[src/rtl/wb_xbar_n.sv]
// Single-master, N-slave pipelined Wishbone crossbar with decode-miss error,
// slave ERR forwarding and an optional bus timeout. One transaction in flight.
module wb_xbar_n #(
  parameter int NSLAVES = 4,
  parameter int DW      = 8,
  parameter int AW      = 32,
  parameter int SELW    = DW / 8,
  parameter int IDX_LSB = 18,
  parameter int TIMEOUT = 255
) (
  input  logic                  CLK,
  input  logic                  RSTN,
  input  logic                  WBM_CYC,
  input  logic                  WBM_STB,
  input  logic                  WBM_WE,
  input  logic [AW-1:0]         WBM_ADDR,
  input  logic [DW-1:0]         WBM_WDATA,
  input  logic [SELW-1:0]       WBM_SEL,
  output logic                  WBM_STALL,
  output logic                  WBM_ACK,
  output logic [DW-1:0]         WBM_RDATA,
  output logic                  WBM_ERR,
  output logic [NSLAVES-1:0]    WBS_CYC,
  output logic [NSLAVES-1:0]    WBS_STB,
  output logic                  WBS_WE,
  output logic [AW-1:0]         WBS_ADDR,
  output logic [DW-1:0]         WBS_WDATA,
  output logic [SELW-1:0]       WBS_SEL,
  input  logic [NSLAVES-1:0]    WBS_STALL,
  input  logic [NSLAVES-1:0]    WBS_ACK,
  input  logic [NSLAVES*DW-1:0] WBS_RDATA,
  input  logic [NSLAVES-1:0]    WBS_ERR
);

  localparam int IDXW = $clog2(NSLAVES);
  localparam int TW   = (TIMEOUT < 1) ? 1 : $clog2(TIMEOUT + 1);
  localparam logic [IDXW:0] NS_LIM = (IDXW + 1)'(NSLAVES);

  typedef enum logic [1:0] {IDLE, BUSY, DERR, PAD} state_t;

  state_t              state_q, state_d;
  logic [IDXW-1:0]     idx_q, idx_d;
  logic [NSLAVES-1:0]  cyc_q, cyc_d, stb_q, stb_d;
  logic                we_q, we_d;
  logic [AW-1:0]       addr_q, addr_d;
  logic [DW-1:0]       wdata_q, wdata_d;
  logic [SELW-1:0]     sel_q, sel_d;
  logic [DW-1:0]       rdata_q, rdata_d;
  logic                ack_q, ack_d, err_q, err_d;
  logic [TW-1:0]       cnt_q, cnt_d;

  logic [IDXW-1:0]     addr_idx;
  logic                miss;
  logic [NSLAVES-1:0]  dec;
  logic                ack_sel, err_sel, stall_sel;
  logic [DW-1:0]       rdata_sel;
  logic [TW-1:0]       cnt_inc;
  logic                to_hit;

  assign addr_idx = WBM_ADDR[IDX_LSB +: IDXW];
  assign miss     = ({1'b0, addr_idx} >= NS_LIM);
  assign cnt_inc  = cnt_q + 1'b1;
  assign to_hit   = (TIMEOUT != 0) && (cnt_inc == TW'(TIMEOUT));

  // Decode of the incoming request and mux of the selected slave's responses;
  // responses from any other slave never reach the FSM.
  always_comb begin
    dec       = '0;
    ack_sel   = 1'b0;
    err_sel   = 1'b0;
    stall_sel = 1'b0;
    rdata_sel = '0;
    for (int i = 0; i < NSLAVES; i++) begin
      dec[i] = (addr_idx == IDXW'(i));
      if (idx_q == IDXW'(i)) begin
        ack_sel   = WBS_ACK[i];
        err_sel   = WBS_ERR[i];
        stall_sel = WBS_STALL[i];
        rdata_sel = WBS_RDATA[i*DW +: DW];
      end
    end
  end

  // NOTE: every next-state value gets a default first so no path leaves a
  // variable unassigned, which would otherwise infer a latch.
  always_comb begin
    state_d = state_q;
    idx_d   = idx_q;
    cyc_d   = cyc_q;
    stb_d   = stb_q;
    we_d    = we_q;
    addr_d  = addr_q;
    wdata_d = wdata_q;
    sel_d   = sel_q;
    rdata_d = rdata_q;
    cnt_d   = cnt_q;
    ack_d   = 1'b0;
    err_d   = 1'b0;
    case (state_q)
      IDLE: begin
        if (WBM_CYC && WBM_STB) begin
          we_d    = WBM_WE;
          addr_d  = WBM_ADDR;
          wdata_d = WBM_WDATA;
          sel_d   = WBM_SEL;
          idx_d   = addr_idx;
          cnt_d   = '0;
          if (miss) begin
            state_d = DERR;
          end else begin
            cyc_d   = dec;
            stb_d   = dec;
            state_d = BUSY;
          end
        end
      end
      BUSY: begin
        if (!WBM_CYC) begin
          cyc_d   = '0;
          stb_d   = '0;
          state_d = IDLE;
        end else if (err_sel) begin
          cyc_d   = '0;
          stb_d   = '0;
          err_d   = 1'b1;
          state_d = PAD;
        end else if (ack_sel) begin
          cyc_d   = '0;
          stb_d   = '0;
          ack_d   = 1'b1;
          if (!we_q) rdata_d = rdata_sel;
          state_d = PAD;
        end else if (to_hit) begin
          cyc_d   = '0;
          stb_d   = '0;
          err_d   = 1'b1;
          state_d = PAD;
        end else begin
          cnt_d = cnt_inc;
          if (!stall_sel) stb_d = '0;
        end
      end
      DERR: begin
        err_d   = 1'b1;
        state_d = PAD;
      end
      PAD: begin
        if (!WBM_CYC && !WBM_STB) state_d = IDLE;
      end
      default: state_d = IDLE;
    endcase
  end

  // NOTE: sequential state uses non-blocking assignments so every register
  // samples the pre-edge values of the others.
  always_ff @(posedge CLK) begin
    if (!RSTN) begin
      state_q <= IDLE;
      idx_q   <= '0;
      cyc_q   <= '0;
      stb_q   <= '0;
      we_q    <= 1'b0;
      addr_q  <= '0;
      wdata_q <= '0;
      sel_q   <= '0;
      rdata_q <= '0;
      ack_q   <= 1'b0;
      err_q   <= 1'b0;
      cnt_q   <= '0;
    end else begin
      state_q <= state_d;
      idx_q   <= idx_d;
      cyc_q   <= cyc_d;
      stb_q   <= stb_d;
      we_q    <= we_d;
      addr_q  <= addr_d;
      wdata_q <= wdata_d;
      sel_q   <= sel_d;
      rdata_q <= rdata_d;
      ack_q   <= ack_d;
      err_q   <= err_d;
      cnt_q   <= cnt_d;
    end
  end

  assign WBM_STALL = !((state_q == IDLE) && !ack_q && !err_q);
  assign WBM_ACK   = ack_q;
  assign WBM_ERR   = err_q;
  assign WBM_RDATA = rdata_q;
  assign WBS_CYC   = cyc_q;
  assign WBS_STB   = stb_q;
  assign WBS_WE    = we_q;
  assign WBS_ADDR  = addr_q;
  assign WBS_WDATA = wdata_q;
  assign WBS_SEL   = sel_q;

endmodule

[config.mk]
export PLATFORM = sky130hd
export DESIGN_NAME = wb_xbar_n
export DESIGN_NICKNAME = d
export VERILOG_FILES = /design/src/rtl/wb_xbar_n.sv
export SDC_FILE = /design/constraint.sdc
export NUM_CORES = 1
export LEC_CHECK = 0
export BUFFER_PORTS_ARGS = -buffer_cell sky130_fd_sc_hd__buf_2
export CAP_MARGIN = 20
export CORE_ASPECT_RATIO = 0.5
export CORE_MARGIN = 5
export CORE_UTILIZATION = 50
export CTS_CLUSTER_SIZE = 10
export DETAILED_ROUTE_END_ITERATION = 12
export PLACE_DENSITY_LB_ADDON = 0.2
export SYNTH_ARGS = -nofsm -noshare
export SYNTH_HDL_FRONTEND = slang
export SYNTH_SLANG_ARGS = --single-unit
[constraint.sdc]
create_clock -name CLK -period 4.45 [get_ports CLK]
set_input_delay 0 -clock CLK [delete_from_list [all_inputs] [get_ports CLK]]
set_output_delay 0 -clock CLK [all_outputs]
set_load 0.03 [all_outputs]
Word level (Yosys, flattened, before mapping)

Cells that the tools add are included.

Register bits after elaboration: 72
Bits of input ports: 90
Output and inout port bits: 61
Logic and storage cells: 103

$add $sub $neg: 1
Eq/ne operators: 18
Muxes and demuxes: 47
Bitwise logic cells: 5
Reductions and logical operators: 20

Operator list:

| cell                                                 | count |
|---|---|
| 2-to-1 mux 8 bit                                     | 9 |
| 2-to-1 mux 4 bit                                     | 10 |
| 2-to-1 mux 1 bit                                     | 17 |
| case mux 4 bit (2 select lines)                      | 2 |
| case mux 8 bit (2 select lines)                      | 1 |
| equality test 2 bit (second input constant)          | 6 |
| 2-to-1 mux 2 bit                                     | 6 |
| != test 2 bit (second input constant)                | 6 |
| AND reduction 3 bit                                  | 3 |
| adder 8 x 1 -> 8 bit (second input constant)         | 1 |
| equality test 8 bit (second input constant)          | 1 |
| case mux 2 bit (4 select lines)                      | 1 |
| equality test 2 x 1 -> 1 bit (second input constant) | 3 |
| zero test 2 bit                                      | 3 |
| != test 6 bit (second input constant)                | 1 |
| AND reduction 6 bit                                  | 1 |
| zero test 1 bit                                      | 5 |
| != test 5 bit (second input constant)                | 1 |
| inverter 1 bit                                       | 5 |
| AND reduction 5 bit                                  | 1 |
| logical AND 1 bit                                    | 4 |
| OR reduction 4 bit                                   | 1 |
| case mux 1 bit (2 select lines)                      | 1 |
| AND reduction 2 bit                                  | 1 |
| nonzero test 2 bit                                   | 1 |

Depth between registers and ports, before layout

Word-level depth: 11
Gate-level depth with buffers: 8
Gate-level depth less buffers: 8

Worst setup path before layout

Ideal clock, no wire load.

Path type: register to register
From: reg idx_q[0]
To: reg stb_q[1], in the netlist WBS_STB[1]
Library setup time: 0.125 ns
Arrival: 2.004 ns
Data required time: 4.325 ns
Setup slack: 2.321 ns
Cell stages (with the launch flop): 5
Period minus slack after synthesis: 2.129 ns
Cell sequence: dfxtp_1 clkbuf_1 mux4_2 a21oi_1 o21ai_1

Longest elaborated chain between the ends: 9

RTL lines:

| what                            | line | source |
|---|---|---|
| from (decl)                     | 42   | `logic [IDXW-1:0] idx_q, idx_d;` |
| from (signal assigned)          | 172  | `idx_q <= idx_d;` |
| zero test 2 bit                 | 75   | `if (idx_q == IDXW'(i)) begin` |
| 2-to-1 mux 1 bit (4 in series)  | 75   |  |
| 2-to-1 mux 4 bit                | 127  | `end else if (ack_sel) begin` |
| 2-to-1 mux 4 bit                | 122  | `end else if (err_sel) begin` |
| 2-to-1 mux 4 bit                | 118  | `if (!WBM_CYC) begin` |
| case mux 4 bit (2 select lines) | 99   | `case (state_q)` |
| to (signal assigned)            | 174  | `stb_q <= stb_d;` |
| to (decl)                       | 43   | `logic [NSLAVES-1:0] cyc_q, cyc_d, stb_q, stb_d;` |

Parallel ways exist; a longest one is shown, timed or not.
A chain may end at the register's enable or synchronous reset.

Final worst setup path

From: reg state_q[0]
To: reg cnt_q[1]

Longest elaborated chain between the ends: 3

RTL lines:

| what                                                            | line | source |
|---|---|---|
| from (decl)                                                     | 41   | `state_t state_q, state_d;` |
| from (signal assigned)                                          | 171  | `state_q <= state_d;` |
| equality test 2 x 1 -> 1 bit or zero test 2 bit (tied branches) | 99   |  |
| != test 2 bit (no line) or nonzero test 2 bit (tied branches)   | -    |  |
| AND reduction 6 bit (no line)                                   | -    |  |
| to (signal assigned)                                            | 182  | `cnt_q <= cnt_d;` |
| to (decl)                                                       | 50   | `logic [TW-1:0] cnt_q, cnt_d;` |

Parallel ways exist; a longest one is shown, timed or not.

==> results_dict.tcl <==
set metrics [dict create \
    result_of_the_run "completed" \
    vias_per_cell 5.13 \
    totalWireLength_um 9640 \
    die-area_um2 8350 \
    globalRouteTotalUtil_pct 23.4 \
    nNetsFinal 650 \
    crit-reg2reg-launch "state_q[0]" \
    detailedPlacementHpwl_um 6160 \
    first_global_vias 3176 \
    grt_max_degree 50 \
    crit_fanout 45 \
    rsz_0062_raised_after_global_routing "false" \
    worst-setup-path-type "flop to flop" \
    yosysUniqueCellTypes 47 \
    top_achievable_clock_speed_mhz 411 \
    ant_nets 0 \
    clkPwrFrac_pct 35.4 \
    initial_cell_density_of_the_core_pct 52.6 \
    detail_route.wl_per_cell_um 14.9 \
    data_arrival_at_the_endpoint_of_the_critical_path_ps 2710 \
    power_report.internal_total_uw 1320 \
    global_route_wire_length_before_repair_um 15600 \
    placement.io_buffers 150 \
    synth_enable_flop_cells 0 \
    finalWorstPathRequiredPeriod_ps 2430 \
    post-synth-top-area-cell "sky130_fd_sc_hd__dfxtp_1" \
    crit_path_max_incr_delay_ps 560 \
    switchingPower_uw 654 \
    critical_path.cell_chain "inv_1 -> ha_1 -> inv_1 -> nor2_4 -> buf_4 -> a21oi_1 -> nor2_1 -> a211oi_1 -> a31o_2" \
    clk_pin_slew_worst_paths_ps 60 \
    swShare_pct 33.1 \
    chipWidth_um 124 \
    post_synth_inst_count 368 \
    tritoncts.num_buffers 9 \
    layout-area-overhead-vs-synth_pct 47.1 \
    rr_endpoint "cnt_q[1]" \
    ctsLongestPathBuffers 2 \
    synth-main-ff-cell "sky130_fd_sc_hd__dfxtp_1" \
    startpoint_kind_of_the_worst_setup_timing_path "flop" \
    diodes_inserted 0 \
    drt_pre_antenna_iters 4 \
    grt-ovfl-total 0 \
    worstSetupEndpoint "cnt_q[1]" \
    p_leak_uw 0.00208 \
    setup-violations-final 0 \
    timing_hold_violations_final 0 \
    top_level_ports 151 \
    grt_antenna_before_repair 0 \
    layout.filler_cells 434 \
    finalCritPeriodShare_pct 54.7 \
    die_h_um 67.2 \
    cpMaxStageDelayCell "sky130_fd_sc_hd__a21oi_1" \
    comb_power_share_pct 28.0 \
    clock_latency_ps 330 \
    h-tree-depth 3 \
    relSlewSlack_pct 37.7 \
    fin_skew_ps 5.67 \
    finalPower_uw 1970 \
    vias_after_detailed_routing 3312 \
    yosysWarnings 0 \
    power_density_nw_per_um2 411 \
    floorplan.rows 20 \
    crit_end_category "flop" \
    tightest_hold_check_type "input pin to flop" \
    synth_area_um2 3270 \
    synth_sequential_area_ratio_pct 42.9 \
    post_cts_buffers 0 \
    syn_avg_cell_area_um2 8.88 \
    clk_root_buffer_cell "sky130_fd_sc_hd__clkbuf_16" \
    worst_slew_pin_slew_ps 934 \
    cp_data_required_time_ps 4720 \
    clock_tree_from_tritoncts "yes" \
    share_of_flip_flops_with_an_asynchronous_set_or_reset_after_synthesis_pct 0 \
    crit_top_cell "sky130_fd_sc_hd__inv_1" \
    gp_routability_congestion 0.919 \
    pwr-share-seq_pct 36.6 \
    synthTopCellsByArea "sky130_fd_sc_hd__dfxtp_1 43%, sky130_fd_sc_hd__nand2_1 12%, sky130_fd_sc_hd__a21boi_0 10%, sky130_fd_sc_hd__mux4_2 7.6%, sky130_fd_sc_hd__ha_1 2.7%" \
    synthesis.nets 465 \
    ff2ff_setup_slack_ps 2020 \
    max-vdd-ir-drop_v 0.000326 \
    drv_cap 0 \
    numClockSinks 70 \
    setup_total_negative_slack_ps 0 \
    synth.top_cell.area_share_pct 42.9 \
    worst_setup_path_startpoint "state_q[0]" \
    drt_iter0_markers 185 \
    core_area_um2 6210 \
    drive_above_1_share_pct 34.2 \
    drt_drc_violations_left 0 \
    worst-r2r-cell-count 9 \
    synth-seq-cells 70 \
    timing_max_transition_violations_final 0 \
]
[registers in the layout, summed over array words and instances, names as in the netlist]
name and cells:
cnt_q 8, WBS_WDATA 8, WBS_ADDR 31, idx_q 1, WBS_CYC 4, state_q 2, WBS_STB 4, WBM_ACK 1
WBS_WE 1, WBM_ERR 1, WBM_RDATA 8, WBS_SEL 1
[synthesized netlist by cell type (7+ instances only)]
cell type,instances
sky130_fd_sc_hd__inv_1,8
sky130_fd_sc_hd__nor2_1,9
sky130_fd_sc_hd__a21oi_1,7
sky130_fd_sc_hd__o21ai_0,9
sky130_fd_sc_hd__mux2i_1,8
sky130_fd_sc_hd__clkbuf_1,20
sky130_fd_sc_hd__nand3_1,10
sky130_fd_sc_hd__a21boi_0,44
sky130_fd_sc_hd__dfxtp_1,70
sky130_fd_sc_hd__nand2_1,105
sky130_fd_sc_hd__mux4_2,11
sky130_fd_sc_hd__ha_1,7
sky130_fd_sc_hd__nor2b_1,9
[worst max-delay path, delay by kind of cell, from the launching register on]
family                   cells  cell delay (ps)
buffers and inverters        3              590
adder cells (fa/ha/maj)      1              230
AND/OR/NAND/NOR              2              210
flip-flops                   1              400
AO/OA/AOI/OAI                3              950
[stage by stage]
step	setup slack (ps)	instances	utilization (%)	area, um2	hold WS [ps]
2_1_floorplan	2320	368	-	3270	145
3_3_place_gp	2000	587	65.8	4080	251
3_5_place_dp	1890	587	65.8	4080	257
4_1_cts	1890	645	77.3	4800	18.0
5_1_grt	1810	646	77.4	4800	54.0
6_report	2020	646	77.4	4800	29.0
[power by group through the flow]
stage          logic [uW]  registers [uW]  clock network [uW]
6_report              553             721                 699
5_1_grt               607             728                 735
4_1_cts               548             720                 708
3_5_place_dp          517             733                   0
3_3_place_gp          515             731                   0
2_1_floorplan         262             823                   0
[cell usage in the layout (no fill, tap or decap), types with 2 or more instances in the layout]
| cell type | netlist | routed |
|---|---|---|
| sky130_fd_sc_hd__o211a_1 | 2 | 2 |
| sky130_fd_sc_hd__nor2_1 | 9 | 8 |
| sky130_fd_sc_hd__a21boi_0 | 44 | 44 |
| sky130_fd_sc_hd__nor2b_1 | 9 | 9 |
| sky130_fd_sc_hd__o31a_1 | 2 | 2 |
| sky130_fd_sc_hd__nand3b_1 | 2 | 2 |
| sky130_fd_sc_hd__nor3_1 | 2 | 2 |
| sky130_fd_sc_hd__nor2_4 | 1 | 2 |
| sky130_fd_sc_hd__o21ai_1 | 3 | 3 |
| sky130_fd_sc_hd__buf_4 | 0 | 3 |
| sky130_fd_sc_hd__clkbuf_1 | 20 | 2 |
| sky130_fd_sc_hd__inv_1 | 8 | 8 |
| sky130_fd_sc_hd__o21ai_0 | 9 | 9 |
| sky130_fd_sc_hd__ha_1 | 7 | 7 |
| sky130_fd_sc_hd__nand4_1 | 2 | 2 |
| sky130_fd_sc_hd__clkinv_4 | 0 | 2 |
| sky130_fd_sc_hd__or3_1 | 2 | 2 |
| sky130_fd_sc_hd__mux4_2 | 11 | 11 |
| sky130_fd_sc_hd__clkbuf_16 | 0 | 9 |
| sky130_fd_sc_hd__mux2i_1 | 8 | 8 |
| sky130_fd_sc_hd__nand3_1 | 10 | 9 |
| sky130_fd_sc_hd__o22ai_1 | 3 | 3 |
| sky130_fd_sc_hd__a21boi_1 | 2 | 2 |
| sky130_fd_sc_hd__a31o_2 | 2 | 2 |
| sky130_fd_sc_hd__a21oi_1 | 7 | 7 |
| sky130_fd_sc_hd__buf_2 | 1 | 150 |
| sky130_fd_sc_hd__dlygate4sd3_1 | 0 | 42 |
| sky130_fd_sc_hd__nand2_1 | 105 | 105 |
| sky130_fd_sc_hd__a211oi_1 | 2 | 2 |
| sky130_fd_sc_hd__a31oi_1 | 3 | 3 |
| sky130_fd_sc_hd__dfxtp_1 | 70 | 70 |
| sky130_fd_sc_hd__o2bb2ai_1 | 2 | 2 |
[cell type report]
class	instances	area (um2)	share of cell area, %
Multi-Input combinational cell	268	1770	36.8
Sequential cell	70	1400	29.2
Timing Repair Buffer	196	1200	25.0
Clock buffer	11	233	4.84
Tap cell	88	110	2.29
Clock inverter	5	60.1	1.25
Inverter	8	30.0	0.625
[metal layers]
metal | wire length (um) | global-route usage [%] | vias to the layer above
li1 | - | - | 1643
met1 | 3970 | 27.1 | 1531
met2 | 4740 | 41.1 | 124
met3 | 824 | 8.85 | 14
met4 | 110 | 7.79 | 0
met5 | 0 | 0 | -
[worst min path at each step]
stage                            from           to  slack, ps  cells after the start
after CTS                     WBM_CYC      WBM_ERR         20                      3
after detailed placement  WBM_ADDR[2]  WBS_ADDR[2]        260                      3
after global routing          WBM_CYC      WBM_ERR         50                      3
final                         WBM_CYC      WBM_ERR         30                      3
after global placement    WBM_ADDR[8]  WBS_ADDR[8]        250                      3
after floorplan           WBM_ADDR[0]  WBS_ADDR[0]        140                      2
[timing repair]
action	in CTS	in global routing
endpoints found under the hold margin	49	0
resized for setup	0	0
hold buffers	42	0
[kinds of logic after synthesis]
kind of cell,share of synthesized area (%)
AND/OR/NAND/NOR,21.0
AO/OA/AOI/OAI,19.6
flip-flops,42.9
buffers and inverters,3.52
multiplexers,10.0
adder cells (fa/ha/maj),2.68
XOR/XNOR,0.268
Note: power is estimated with default switching activity, not from simulation.
